==> src/rtl/cache_sequencer_if.sv <==
// Bundle of the CPU-side request port, the physical-memory port, the datapath
// status/strobe signals and the performance counters of one cache_sequencer.
interface cache_sequencer_if #(
    parameter int CNT_W = 32
);
    // CPU-side request port
    logic             mem_read;
    logic             mem_write;
    logic             mem_resp;
    // Physical-memory port
    logic             pmem_read;
    logic             pmem_write;
    logic             pmem_resp;
    // Datapath status
    logic             is_hit;
    logic             is_dirty;
    // Datapath select and write strobes
    logic             is_allocate;
    logic             use_replace;
    logic             load_data;
    logic             load_tag;
    logic             load_dirty;
    logic             load_valid;
    logic             load_plru;
    logic             valid_in;
    logic             dirty_in;
    // Performance counters
    logic [CNT_W-1:0] hit_count;
    logic [CNT_W-1:0] miss_count;
    logic [CNT_W-1:0] wb_count;

    // The sequencer is the responding side of the CPU request port.
    modport slave (
        input  mem_read, mem_write, pmem_resp, is_hit, is_dirty,
        output mem_resp, pmem_read, pmem_write, is_allocate, use_replace,
               load_data, load_tag, load_dirty, load_valid, load_plru,
               valid_in, dirty_in, hit_count, miss_count, wb_count
    );

    // CPU, memory and datapath as seen from outside the sequencer.
    modport master (
        output mem_read, mem_write, pmem_resp, is_hit, is_dirty,
        input  mem_resp, pmem_read, pmem_write, is_allocate, use_replace,
               load_data, load_tag, load_dirty, load_valid, load_plru,
               valid_in, dirty_in, hit_count, miss_count, wb_count
    );
endinterface

==> src/rtl/cache_sequencer.sv <==
// Control FSM for a set-associative cache datapath: hit check, dirty-victim
// write-back, line allocation from physical memory, and saturating
// hit/miss/write-back performance counters.
module cache_sequencer #(
    parameter int CNT_W = 32
) (
    input  logic               clk,
    input  logic               rst,
    cache_sequencer_if.slave   bus
);

    typedef enum logic [2:0] {
        IDLE,
        HIT_CHECK,
        WRITE_BACK,
        ALLOCATE,
        REFILL_WAIT
    } state_t;

    state_t           state_q, state_d;
    logic             missed_q, missed_d;
    logic [CNT_W-1:0] hit_q, hit_d;
    logic [CNT_W-1:0] miss_q, miss_d;
    logic [CNT_W-1:0] wb_q, wb_d;
    logic             req;

    // Increment that sticks at all-ones instead of wrapping.
    function automatic logic [CNT_W-1:0] sat_inc(input logic [CNT_W-1:0] v);
        if (&v) begin
            return v;
        end
        return v + {{(CNT_W-1){1'b0}}, 1'b1};
    endfunction

    assign req            = bus.mem_read | bus.mem_write;
    assign bus.hit_count  = hit_q;
    assign bus.miss_count = miss_q;
    assign bus.wb_count   = wb_q;

    // State, missed flag and counters; reset clears everything immediately.
    always_ff @(posedge clk or posedge rst) begin
        if (rst) begin
            state_q  <= IDLE;
            missed_q <= 1'b0;
            hit_q    <= '0;
            miss_q   <= '0;
            wb_q     <= '0;
        end else begin
            state_q  <= state_d;
            missed_q <= missed_d;
            hit_q    <= hit_d;
            miss_q   <= miss_d;
            wb_q     <= wb_d;
        end
    end

    // Next state, counter updates and all datapath/memory strobes.
    always_comb begin
        state_d         = state_q;
        missed_d        = missed_q;
        hit_d           = hit_q;
        miss_d          = miss_q;
        wb_d            = wb_q;
        bus.mem_resp    = 1'b0;
        bus.pmem_read   = 1'b0;
        bus.pmem_write  = 1'b0;
        bus.is_allocate = 1'b0;
        bus.use_replace = 1'b0;
        bus.load_data   = 1'b0;
        bus.load_tag    = 1'b0;
        bus.load_dirty  = 1'b0;
        bus.load_valid  = 1'b0;
        bus.load_plru   = 1'b0;
        bus.valid_in    = 1'b0;
        bus.dirty_in    = 1'b0;
        // Outputs are forced low for as long as reset is held.
        if (!rst) begin
            unique case (state_q)
                IDLE: begin
                    missed_d = 1'b0;
                    if (req) begin
                        state_d = HIT_CHECK;
                    end
                end
                HIT_CHECK: begin
                    if (!req) begin
                        // Request withdrawn (e.g. after a refill): serve nothing.
                        state_d = IDLE;
                    end else if (bus.is_hit) begin
                        bus.mem_resp  = 1'b1;
                        bus.load_plru = 1'b1;
                        if (bus.mem_write) begin
                            bus.load_data  = 1'b1;
                            bus.load_dirty = 1'b1;
                            bus.dirty_in   = 1'b1;
                        end
                        // A retry after a refill was already counted as a miss.
                        if (!missed_q) begin
                            hit_d = sat_inc(hit_q);
                        end
                        state_d = IDLE;
                    end else begin
                        missed_d = 1'b1;
                        miss_d   = sat_inc(miss_q);
                        state_d  = bus.is_dirty ? WRITE_BACK : ALLOCATE;
                    end
                end
                WRITE_BACK: begin
                    bus.pmem_write  = 1'b1;
                    bus.use_replace = 1'b1;
                    if (bus.pmem_resp) begin
                        bus.load_dirty = 1'b1;
                        wb_d           = sat_inc(wb_q);
                        state_d        = ALLOCATE;
                    end
                end
                ALLOCATE: begin
                    bus.pmem_read   = 1'b1;
                    bus.use_replace = 1'b1;
                    bus.is_allocate = 1'b1;
                    if (bus.pmem_resp) begin
                        bus.load_data  = 1'b1;
                        bus.load_tag   = 1'b1;
                        bus.load_valid = 1'b1;
                        bus.load_dirty = 1'b1;
                        bus.valid_in   = 1'b1;
                        state_d        = REFILL_WAIT;
                    end
                end
                REFILL_WAIT: begin
                    // Arrays re-read the freshly written line before the retry.
                    state_d = HIT_CHECK;
                end
                default: begin
                    state_d = IDLE;
                end
            endcase
        end
    end

endmodule

==> src/flat_wrapper.sv <==
// flat-port wrapper written by rule: the top's interface ports become plain ports
module cache_sequencer_flat 
#(
    parameter int CNT_W = 32
)
  (clk, rst, bus_mem_read, bus_mem_write, bus_pmem_resp, bus_is_hit, bus_is_dirty, bus_mem_resp, bus_pmem_read, bus_pmem_write, bus_is_allocate, bus_use_replace, bus_load_data, bus_load_tag, bus_load_dirty, bus_load_valid, bus_load_plru, bus_valid_in, bus_dirty_in, bus_hit_count, bus_miss_count, bus_wb_count);
  cache_sequencer_if #(.CNT_W(CNT_W)) bus_i ();
  input  logic clk;
  input  logic rst;
  input wire logic [$bits(bus_i.mem_read)-1:0] bus_mem_read;
  input wire logic [$bits(bus_i.mem_write)-1:0] bus_mem_write;
  input wire logic [$bits(bus_i.pmem_resp)-1:0] bus_pmem_resp;
  input wire logic [$bits(bus_i.is_hit)-1:0] bus_is_hit;
  input wire logic [$bits(bus_i.is_dirty)-1:0] bus_is_dirty;
  output wire logic [$bits(bus_i.mem_resp)-1:0] bus_mem_resp;
  output wire logic [$bits(bus_i.pmem_read)-1:0] bus_pmem_read;
  output wire logic [$bits(bus_i.pmem_write)-1:0] bus_pmem_write;
  output wire logic [$bits(bus_i.is_allocate)-1:0] bus_is_allocate;
  output wire logic [$bits(bus_i.use_replace)-1:0] bus_use_replace;
  output wire logic [$bits(bus_i.load_data)-1:0] bus_load_data;
  output wire logic [$bits(bus_i.load_tag)-1:0] bus_load_tag;
  output wire logic [$bits(bus_i.load_dirty)-1:0] bus_load_dirty;
  output wire logic [$bits(bus_i.load_valid)-1:0] bus_load_valid;
  output wire logic [$bits(bus_i.load_plru)-1:0] bus_load_plru;
  output wire logic [$bits(bus_i.valid_in)-1:0] bus_valid_in;
  output wire logic [$bits(bus_i.dirty_in)-1:0] bus_dirty_in;
  output wire logic [$bits(bus_i.hit_count)-1:0] bus_hit_count;
  output wire logic [$bits(bus_i.miss_count)-1:0] bus_miss_count;
  output wire logic [$bits(bus_i.wb_count)-1:0] bus_wb_count;
  assign bus_i.mem_read = bus_mem_read;
  assign bus_i.mem_write = bus_mem_write;
  assign bus_i.pmem_resp = bus_pmem_resp;
  assign bus_i.is_hit = bus_is_hit;
  assign bus_i.is_dirty = bus_is_dirty;
  assign bus_mem_resp = bus_i.mem_resp;
  assign bus_pmem_read = bus_i.pmem_read;
  assign bus_pmem_write = bus_i.pmem_write;
  assign bus_is_allocate = bus_i.is_allocate;
  assign bus_use_replace = bus_i.use_replace;
  assign bus_load_data = bus_i.load_data;
  assign bus_load_tag = bus_i.load_tag;
  assign bus_load_dirty = bus_i.load_dirty;
  assign bus_load_valid = bus_i.load_valid;
  assign bus_load_plru = bus_i.load_plru;
  assign bus_valid_in = bus_i.valid_in;
  assign bus_dirty_in = bus_i.dirty_in;
  assign bus_hit_count = bus_i.hit_count;
  assign bus_miss_count = bus_i.miss_count;
  assign bus_wb_count = bus_i.wb_count;
  cache_sequencer #(.CNT_W(CNT_W)) u_core (.clk(clk), .rst(rst), .bus(bus_i));
endmodule
==> config.mk <==
export PLATFORM = sky130hd
export DESIGN_NAME = cache_sequencer_flat
export DESIGN_NICKNAME = d
export VERILOG_FILES = /design/src/rtl/cache_sequencer_if.sv /design/src/rtl/cache_sequencer.sv /design/src/flat_wrapper.sv
export SDC_FILE = /design/constraint.sdc
export NUM_CORES = 1
export LEC_CHECK = 0
export BUFFER_PORTS_ARGS = -buffer_cell sky130_fd_sc_hd__buf_2
export CAP_MARGIN = 0
export CORE_ASPECT_RATIO = 0.6
export CORE_MARGIN = 4
export CORE_UTILIZATION = 59
export CTS_CLUSTER_DIAMETER = 120
export DETAILED_ROUTE_END_ITERATION = 8
export PLACE_DENSITY = 0.86
export SLEW_MARGIN = 20
export SYNTH_ARGS = -nofsm -noshare
export SYNTH_HDL_FRONTEND = slang
export SYNTH_SLANG_ARGS = --single-unit
==> constraint.sdc <==
create_clock -name clk -period 4.7 [get_ports clk]
set_input_delay 0.235 -clock clk [delete_from_list [all_inputs] [get_ports clk]]
set_output_delay 0.235 -clock clk [all_outputs]
set_load 0.01 [all_outputs]
==> results of run 1 <==
==> logic make-up (layout without fill, tap and decap cells) <==
kind of cell / Yosys count / count (layout) / synth area share (%)
muxes: 3 / 3 / 0.641
buffers and inverters: 33 / 142 / 3.06
AOI/OAI and AO/OA: 23 / 23 / 3.90
xor gates and xnor gates: 90 / 90 / 15.5
adders and majority gates: 3 / 3 / 0.740
DFF: 100 / 100 / 49.3
and+or+nand+nor: 249 / 249 / 26.8
==> through the flow <==
stage | hold slack, ps | power [W] | cell area (um2)
global placement | 431 | 0.00127 | 5680
global route | 71.8 | 0.00216 | 5990
floorplan | 347 | 0.00119 | 5070
detailed placement | 433 | 0.00128 | 5680
CTS | 71.6 | 0.00207 | 5990
finish | 76.6 | 0.00206 | 5990
==> area by class of cell <==
type / instances / area share, %
Inverter: 11 / 0.731
Timing Repair Buffer: 115 / 9.64
Sequential cell: 100 / 41.7
Tap cell: 108 / 2.25
Multi-Input combinational cell: 368 / 40.3
Clock inverter: 4 / 1.21
Clock buffer: 12 / 4.11
==> cells in the final DEF (no fill, tap or decap), types with 2 or more instances in the layout <==
cell	synthesis	final
sky130_fd_sc_hd__buf_2	3	114
sky130_fd_sc_hd__dfrtp_1	100	100
sky130_fd_sc_hd__xnor2_1	52	52
sky130_fd_sc_hd__nand3_1	45	45
sky130_fd_sc_hd__nand4_1	40	40
sky130_fd_sc_hd__nand2_1	38	38
sky130_fd_sc_hd__xor2_1	38	38
sky130_fd_sc_hd__nor2_1	32	32
sky130_fd_sc_hd__nor3_1	26	26
sky130_fd_sc_hd__nor4_1	16	16
sky130_fd_sc_hd__and3_1	15	15
sky130_fd_sc_hd__inv_1	11	10
sky130_fd_sc_hd__clkbuf_16	0	9
sky130_fd_sc_hd__and4_1	7	7
sky130_fd_sc_hd__or2_2	6	6
sky130_fd_sc_hd__and2_1	4	4
sky130_fd_sc_hd__a21oi_1	4	4
sky130_fd_sc_hd__o21ai_0	4	4
sky130_fd_sc_hd__or4_1	3	3
sky130_fd_sc_hd__or3_1	3	3
sky130_fd_sc_hd__nor4b_1	3	3
sky130_fd_sc_hd__ha_1	3	3
sky130_fd_sc_hd__nand2b_1	2	2
sky130_fd_sc_hd__mux2_2	2	2
sky130_fd_sc_hd__a31oi_1	2	2
sky130_fd_sc_hd__a2111o_1	2	2
sky130_fd_sc_hd__nor3b_1	2	2
sky130_fd_sc_hd__clkbuf_1	9	2
sky130_fd_sc_hd__bufinv_16	0	2
==> synthesized netlist by cell type, drive strengths merged <==
cell type and count:
o21ai 4, xnor2 52, nand4bb 1, or4 4, nand2 38, dfrtp 100
inv 11, o211ai 1, mux2i 1, nand3 45, ha 3, a21o 1
nor2b 1, o31ai 2, nand4b 1, or3 3, and2 4, nor3 26
nor4b 3, nand2b 2, xor2 38, a2111o 2, o2111a 1, nand4 40
nor4 17, and4 7, a2111oi 3, clkbuf 10, or2 6, a31oi 2
o31a 1, or3b 2, mux2 2, a21oi 4, nor3b 2, nor2 32
and3 15, buf 12, o22a 1, o21a 1
==> layer usage <==
metal,vias up,GRT usage [%],part of all wire (%)
met1,2112,36.7,45
met4,0,9.11,2.1
met3,23,6.95,7.5
li1,1996,-,-
met5,-,0,0
met2,170,40.0,45
==> path summary, 6_finish.rpt <==
kind | slack, ps | cells past startpoint | startpoint | to
setup / recovery | 2080 | 5 | u_core.state_q[2] | u_core.bus.wb_count[29]
hold / removal | 80 | 2 | bus_is_dirty | u_core.state_q[0]
setup reg to reg | 2080 | 5 | u_core.state_q[2] | u_core.bus.wb_count[29]
hold reg to reg | 490 | 1 | u_core.bus.wb_count[11] | u_core.bus.wb_count[11]
max in group asynchronous | 3640 | 3 | rst | u_core.bus.hit_count[3]
min in group asynchronous | 120 | 2 | rst | u_core.bus.wb_count[21]
==> flip-flops by register name, summed over array words and instances (netlist names) <==
signal,flops
u_core.bus.hit_count,32
u_core.bus.miss_count,32
u_core.bus.wb_count,32
u_core.missed_q,1
u_core.state_q,3
==> power by group through the flow <==
stage / logic (W) / registers [W] / clock network, W
after floorplan: 0.000185 / 0.00100 / 0
after global placement: 0.000260 / 0.00101 / 0
after detailed placement: 0.000269 / 0.00101 / 0
after CTS: 0.000274 / 0.00100 / 0.000794
after global routing: 0.000306 / 0.00102 / 0.000835
final: 0.000271 / 0.00100 / 0.000785
==> results.txt, run 1 <==
The starting utilization of the core area came out at 62.6%. The post-route netlist has 23.8% of its cells at a drive strength greater than 1. The critical path in this run is classified as register to register. The relative contribution of sequential cells to total power is 48.7%. The number of warnings printed during yosys synthesis is 0. Walking the worst path, the cells encountered are or3b_4, or4_1, a2111oi_4, nand4_1, xnor2_1. The height of the die is 79.8 um. The pre-CTS setup slack is 2100 ps. Entering global routing, the biggest net connects 66 pins. The antenna violation net count after detailed routing came out at 0.

For this run, the total global-route usage over all layers was measured as 26.3%. The number of hold violations in the final report came out at 0. The tool flagged a number of max-cap violations equal to 0. Setup repair after global routing left no endpoint under its margin. The longest clock path from root to sink contains 2 buffers.

In this run, post-CTS hold repair placed 0 buffers. The internal power of the cells totals 0.00151 W. The number of CTS-inserted buffers came out at 9. The via count of the first global-routing pass came out at 4168. The switching part of the total came out at 26.8%. In the final design database the tool counted 615 nets.

Setup violations remaining at the end of the flow were counted as 0. The worst pin sits at a relative slew slack of 38.2%. The floorplan die area came out at 10200 um2.

The chip width is 128 um. Together, buffers and inverters on the worst path number 0. The insertion delay to the later sink of the worst-skew pair came out at 350 ps. The share of the core filled with cells is 74.0%. The post-synthesis instance total is 501. Per report_power, the combinational group accounts for 13.2% of the total.

TritonCTS built the clock tree. The antenna diode instance count came out at 0. The run finished with clean final reports. The number of nets in the synthesized netlist is 511. The slowest stage of the critical path is the sky130_fd_sc_hd__or4_1 cell. The via count normalized by instance count came out at 5.99. The area growth from synthesis to layout is 18.2%.

The H-tree was split into 3 levels. The delay contributed by the slowest stage of the critical path is 690 ps. The leakage power came out at 2.99 nW. The number of pins exceeding their max-slew limit in the final report came out at 0. The power per cell area came out at 343 nW/um2.

The routed wirelength normalized by instance count is 17.6 um. The count of port buffers added during placement is 114. Gates resized during post-CTS repair numbered 0. The HPWL after detailed placement is 9240 um. The synthesis-stage register bit count came out at 100. The total area inside the core boundary comes to 8100 um2.

For the pin with the worst max-slew slack, the measured transition is 918 ps. Of the synthesized area, sequential elements account for 49.3%. The top-level port count came out at 115. The worst path setup slack after routing is 2080 ps.

The tightest min-delay check is of the input port to register type. The type of origin of the critical path is a register. Summing all flip-flop and latch instances after layout gives 2500 um2. Summed over all layers, the global routing overflow is 0. The synthesized area came out at 5070 um2. The netlist uses 50 different library cells.

The number of cells after detailed placement is 702. Grouping stages by cell kind, the critical path spends the most delay in simple AND/OR/NAND/NOR gates. The total negative slack for setup checks is 0 ps. The number of filler instances in the final layout came out at 571. The clock skew is 5.17 ps. The row count is 25. The congestion estimate from routability-driven global placement came to 0.939. In this run the worst path has a maximum fanout of 10. The via total after detailed routing came out at 4301. Data on the critical path is required at its endpoint by 4930 ps. The area used by multi-input combinational logic came out at 2420 um2. The synthesized area divided by synthesized cell count is 10.1 um2. In the post-synthesis netlist, the biggest area contributors are sky130_fd_sc_hd__dfrtp_1 49%, sky130_fd_sc_hd__xnor2_1 9.0%, sky130_fd_sc_hd__xor2_1 6.6%, sky130_fd_sc_hd__nand4_1 4.9%, sky130_fd_sc_hd__nand3_1 4.4%. The number of standard cells in the final layout excluding fillers is 718.

The wire length of the first global-routing pass came out at 21200 um. The initial antenna violation count was 0. The number of DRC markers after the initial detailed-route iteration came out at 501. The number of buffers inserted by post-CTS setup repair came out at 0. The number of remaining DRC errors came out at 0. Static timing analysis puts the maximum clock frequency at 382 MHz. The cell taking the most area after synthesis is sky130_fd_sc_hd__dfrtp_1. The clock-pin slew on the worst setup and hold paths came out at 60 ps. Summed over its instances, the top area cell type makes up 49.3% of the synthesized netlist area. The net switching power is 0.000551 W.

The total clock sinks is 100. The largest vdd supply drop came out at 0.236 mV. The ratio of final minimum period to clock period is 55.8%. The clock power share is 38.2%. The first TritonRoute pass finished after 5 iterations. The clock root buffer is sky130_fd_sc_hd__clkbuf_16. The final routed wirelength across all metal layers came out at 12600 um.

The type of destination of the critical path is a register. The critical path data arrival time is 2850 ps. The time the final worst path needs with I/O delays and setup came out at 2620 ps.
Note: power is estimated with default switching activity, not from simulation.
==> run 2, diff against run 1 <==
CORE_UTILIZATION = 54   (was 59)
PLACE_DENSITY = 0.8   (was 0.86)
clock period = 2.7 ns   (was 4.7 ns; I/O delays follow)
==> results.txt, run 2 (synthesized netlist as in run 1, its figures left out) <==
TritonCTS built the clock tree. The height of the die came out at 83.1 um. The maximum number of buffers from clock root to sink is 2. Setup repair after global routing left no endpoint under its margin. The clock tree synthesis step divided the H-tree into 3 levels.

The power per cell area is 591 nW/um2. The top cell types in the final layout, fill and taps aside, are 114 x sky130_fd_sc_hd__buf_2, 100 x sky130_fd_sc_hd__dfrtp_1, 52 x sky130_fd_sc_hd__xnor2_1, 45 x sky130_fd_sc_hd__nand3_1, 40 x sky130_fd_sc_hd__nand4_1. The critical path buffer and inverter count came out at 0. The total clock sinks is 100. For this block, the routed nets add up to 12500 um of wire. The clock-pin slew on the worst setup and hold paths is 60 ps. The leakage power came out at 3.04 nW. The worst path needs 2480 ps of the cycle, external delays included. The total of max-cap violations came out at 0.

Using the TritonRoute via totals, the vias-per-cell ratio works out to 5.79. The max-slew headroom at the worst pin came out at 57.8%. The placed instances occupy a cell area of 5770 um2. In this run the core area contains 27 standard-cell rows.

At the pin with the least slew margin, the transition time is 632 ps. The clock root buffer is sky130_fd_sc_hd__clkbuf_16. The largest vdd supply drop is 0.334 mV.

The antenna diode instance count came out at 0. Signal routing reaches up to met4. The area of the core region is 9160 um2.

The wire length of the first global-routing pass came out at 21000 um. The number of gates resized after CTS came out at 0. The worst path setup slack after routing is 223 ps. The number of pins exceeding their max-slew limit in the final report was 0. The ratio of final minimum period to clock period is 91.7%. The chip width is 133 um. For the worst setup path, the data required time is 2930 ps.

STA classifies the critical path endpoint as a register. The peak fanout along the critical path is 10. The routed wirelength normalized by instance count is 16.7 um.

The signed area change from the synthesized netlist to the final layout came out at 20.6%. The via count of the first global-routing pass was 4066. The routed layout has 4339 vias.

The number of filler instances in the final layout is 747. The post-route netlist has 25.0% of its cells at a drive strength greater than 1. For this configuration, the core starts out at a cell density of 55.4%. The largest individual stage delay along the critical path comes from the cell sky130_fd_sc_hd__or4_1.

The number of setup violations in the final report came out at 0. The delay contributed by the slowest stage of the critical path came out at 610 ps. The number of DRC markers after the initial detailed-route iteration is 398. The critical path data arrival time is 2700 ps.

The routability congestion estimate came out at 0.914. Entering global routing, the biggest net connects 50 pins. Post-CTS timing repair inserted 0 buffers for setup. Leaving out fill and tap cells, the most frequent cell in the layout is sky130_fd_sc_hd__buf_2. The critical path goes through or3b_4, or4_1, a2111oi_4, nand4_1, xnor2_1. The met2 wire length is 5660 um. The total number of nets in the final design came out at 626. The count of TritonRoute iterations in the first routing pass came out at 5. Adding up every negative setup slack in the final design gives 0 ps.

The HPWL after detailed placement is 9370 um. The critical path start-end classification is register to register. The count of port buffers added during placement is 114. The floorplan die area came out at 11100 um2. The flow ran to the end, and the final reports show no timing, DRC or antenna violations. The initial antenna violation count is 0. For this design the top-level I/O count stands at 115.

The number of hold violations in the final report is 0. The routed metal-1 wirelength came out at 5720 um. The clock skew is 6.61 ps. The antenna violation net count after detailed routing is 0. The gate family responsible for the most delay along the worst path is simple AND/OR/NAND/NOR gates. The number of CTS-inserted buffers came out at 9. The pre-CTS setup slack came out at 252 ps. The aggregate global-route resource usage is 23.3%.

On the final layout, the worst hold slack is 170 ps. The type of the most critical hold path is input port to register. The type of origin of the critical path is a register. The total non-filler cell area in the finished layout came out at 6120 um2. The insertion delay to the later sink of the worst-skew pair came out at 340 ps. Timing would allow up to 404 MHz.

The routed wire length on met3 came out at 969 um. The total overflow left after global routing is 0. The number of remaining DRC errors is 0.
-- run 2: final timing paths --
check	start	endpoint	slack, ps	depth (start not counted)
worst max-delay path	u_core.state_q[2]	u_core.bus.wb_count[29]	220	5
worst min-delay path	bus_is_hit	u_core.missed_q	170	3
worst max register to register	u_core.state_q[2]	u_core.bus.wb_count[29]	220	5
worst min register to register	u_core.bus.miss_count[11]	u_core.bus.miss_count[11]	490	1
max in group asynchronous	rst	u_core.bus.hit_count[30]	1250	4
min in group asynchronous	rst	u_core.bus.miss_count[4]	480	3
-- run 2: per-stage QoR --
stage / std cells / util [%] / power (W)
after CTS: 750 / 66.8 / 0.00364
after global routing: 750 / 66.8 / 0.00379
after detailed placement: 733 / 63.0 / 0.00225
after floorplan: 501 / - / 0.00207
after global placement: 733 / 63.0 / 0.00223
final: 750 / 66.8 / 0.00361
-- run 2: power breakdown --
part / internal, W / total [W] / switching (W)
clock: 0.000855 / 0.00139 / 0.000530
sequential: 0.00159 / 0.00172 / 0.000132
combinational: 0.000214 / 0.000506 / 0.000292
total: 0.00266 / 0.00361 / 0.000953
-- run 2: metal layers --
metal	vias up	GRT usage, %
met5	-	0
met4	0	4.58
met3	19	6.96
met2	171	35.1
met1	2128	33.7
li1	2021	-
-- run 2: what timing repair did --
| item | 4_1_cts | 5_1_grt |
|---|---|---|
| setup endpoints to repair | 0 | 0 |
| hold buffers | 2 | 0 |
| hold endpoints to repair | 25 | 0 |
-- run 2: worst register-to-register path, cell delays in order, from the launching register on --
cell and delay (ps):
sky130_fd_sc_hd__dfrtp_1 470, sky130_fd_sc_hd__or3b_4 470, sky130_fd_sc_hd__or4_1 610, sky130_fd_sc_hd__a2111oi_4 460, sky130_fd_sc_hd__nand4_1 190, sky130_fd_sc_hd__xnor2_1 160
-- run 2: layout make-up --
cell class,count,area (um2),share of cell area (%)
clock buffers,11,253,4.13
well taps,130,163,2.66
clock inverters,4,72.6,1.19
inverters,11,45.0,0.736
flip-flops and latches,100,2500,40.9
multi-input cells,368,2420,39.5
repair buffers,126,666,10.9
==> run 3, diff against run 2 <==
REMOVE_ABC_BUFFERS = 1   (was not set)
==> results.txt, run 3 (synthesized netlist as in run 1, its figures left out) <==
After clock tree synthesis, the setup repair step added 0 buffers. The total number of nets in the final design came out at 626. The count of TritonRoute iterations in the first routing pass is 5. The root buffer cell chosen for the clock tree is sky130_fd_sc_hd__clkbuf_16.

The floorplan die area came out at 11100 um2. The HPWL after detailed placement came out at 9080 um. The number of hold violations in the final report is 0. The required time of the critical path came out at 2930 ps.

The clock arrives with 4.79 ps of skew. Clock latency on the worst-skew pair, taken at its later pin, is 340 ps. TritonCTS built the clock tree.

The via count of the first global-routing pass came out at 3991. Entering global routing, the biggest net connects 68 pins. The flow ran to the end, and the final reports show no timing, DRC or antenna violations. The maximum number of buffers from clock root to sink came out at 2. The relative contribution of sequential cells to total power came out at 49.8%. The analysis attributes to cell leakage a power of 3.02 nW. STA classifies the critical path startpoint as an input port. The placed instance area is 5770 um2.

The number of placed instances, taps included, is 733. The region available for standard cell placement spans 9160 um2. The row count is 27. The number of filler instances in the final layout came out at 724.

The wire length of the first global-routing pass is 20300 um. The area used by multi-input combinational logic is 2420 um2. The largest vdd supply drop is 0.380 mV. The number of remaining DRC errors came out at 0.

The via count normalized by instance count came out at 5.66. The finished layout holds 751 standard cells, fillers aside. 0 antenna diodes ended up in the layout. The final-layout worst hold slack is 152 ps. The register cell area after layout is 2500 um2. The delay contributed by the slowest stage of the critical path is 610 ps. The routability congestion estimate came out at 0.959.

The number of DRC markers after the initial detailed-route iteration came out at 348. The peak fanout along the critical path came out at 9. The chip width came out at 133 um. The clock-pin slew on the worst setup and hold paths came out at 60 ps. Max-cap violations in this run came to 0. In this run the remaining antenna-violating nets after routing total 0. The signed area change from the synthesized netlist to the final layout came out at 19.9%. The part of the power in combinational logic came out at 14.5%.

The starting utilization of the core area is 55.4%. The count of port buffers added during placement came out at 114. Setup repair after global routing left no endpoint under its margin. In the final routed layout, each cell accounts on average for 16.2 um. By startpoint and endpoint, the worst setup path is classified as input port to register. The achievable frequency came out at 403 MHz. Of the total power, the clock network draws 35.7%. In this run the tightest slew margin relative to its limit is 44.5%.

Grouping stages by cell kind, the critical path spends the most delay in simple AND/OR/NAND/NOR gates. The total clock sinks came out at 100. The H-tree depth came out at 3. Global routing consumed, over all layers together, 22.5% of the routing resources. The number of pins exceeding their max-slew limit in the final report is 0. The net switching power is 0.000950 W.

STA classifies the critical path endpoint as a register. Leaving out fill and tap cells, the most frequent cells in the layout are 114 x sky130_fd_sc_hd__buf_2, 100 x sky130_fd_sc_hd__dfrtp_1, 52 x sky130_fd_sc_hd__xnor2_1, 45 x sky130_fd_sc_hd__nand3_1, 40 x sky130_fd_sc_hd__nand4_1. The ratio of final minimum period to clock period came out at 91.9%. The largest individual stage delay along the critical path comes from the cell sky130_fd_sc_hd__or4_1. In this run the power density over the cells is 568 nW/um2. The library cell used most frequently in the layout, excluding fill and tap cells, is sky130_fd_sc_hd__buf_2. The initial antenna violation count came out at 0. Of the cells placed in the final design, the portion with a size suffix greater than 1 is 25.0%. The time the final worst path needs with I/O delays and setup came out at 2480 ps. The design internal power came out at 0.00250 W. The via total after detailed routing is 4247. The total grt overflow came out at 0.

The number of CTS-inserted buffers came out at 9. The transition time at the pin with the least slew margin came out at 833 ps. The critical path buffer and inverter count came out at 2. The final layout contains routed wiring with a total length of 12100 um. The top-level port count came out at 115. For the worst setup path, the data arrival time is 2710 ps. The slack of the worst reg-to-reg path came out at 230 ps.

Traced cell by cell, the critical path runs through dlygate4sd3_1, buf_2, or3b_4, or4_1, a2111oi_4, nand4_1, xnor2_1. Setup violations remaining at the end of the flow were counted as 0. The min-delay analysis places its worst path in the category input port to register. The die is 83.1 um tall. The finished cells cover 6080 um2. The switching part of the total is 27.5%.
## run 3: area by class of cell
cell class / count / share of cell area [%]
multi-input combinational: 368 / 39.7
inverter: 11 / 0.720
sequential: 100 / 41.2
clock buffer: 13 / 4.44
tap: 130 / 2.67
timing repair buffer: 126 / 10.9
clock inverter: 3 / 0.329
## run 3: worst paths after layout
| path | startpoint | to | cells past startpoint |
|---|---|---|---|
| max | rst | u_core.bus.wb_count[31] | 7 |
| min | bus_is_hit | u_core.missed_q | 3 |
| max reg2reg | u_core.state_q[2] | u_core.bus.wb_count[31] | 5 |
| min reg2reg | u_core.bus.miss_count[11] | u_core.bus.miss_count[11] | 1 |
| max in group asynchronous | rst | u_core.bus.wb_count[25] | 4 |
| min in group asynchronous | rst | u_core.bus.miss_count[15] | 3 |
## run 3: worst register-to-register path, stage by stage, from the launching register on
cell,delay (ps)
sky130_fd_sc_hd__dfrtp_1,470
sky130_fd_sc_hd__or3b_4,470
sky130_fd_sc_hd__or4_1,610
sky130_fd_sc_hd__a2111oi_4,470
sky130_fd_sc_hd__nand4_1,190
sky130_fd_sc_hd__xnor2_1,160
## run 3: per-stage QoR
step | worst slack (ps) | power [W] | TNS [ps] | util [%]
after CTS | 229 | 0.00350 | 0 | 66.4
after global routing | 91.3 | 0.00362 | 0 | 66.4
after global placement | 295 | 0.00222 | 0 | 63.0
after detailed placement | 252 | 0.00225 | 0 | 63.0
final | 219 | 0.00345 | 0 | 66.4
after floorplan | -159 | 0.00203 | -7410 | -
## run 3: timing repair
item / CTS / global route
resized for setup: 0 / 0
setup endpoints to repair: 0 / 0
hold endpoints to repair: 34 / 0
hold buffers: 2 / 0
## run 3: routing by layer
layer / routed length [um] / vias to the layer above / global-route usage [%]
met5: 0 / - / 0
met4: 160 / 0 / 6.72
met3: 929 / 15 / 7.20
met2: 5340 / 145 / 31.6
met1: 5710 / 2063 / 33.2
li1: - / 2024 / -
## run 3: power groups by stage
stage | logic [W] | registers (W) | clock network, W
final | 0.000500 | 0.00172 | 0.00123
after global routing | 0.000557 | 0.00174 | 0.00133
after CTS | 0.000508 | 0.00172 | 0.00127
after detailed placement | 0.000503 | 0.00175 | 0
after global placement | 0.000490 | 0.00173 | 0
after floorplan | 0.000262 | 0.00177 | 0
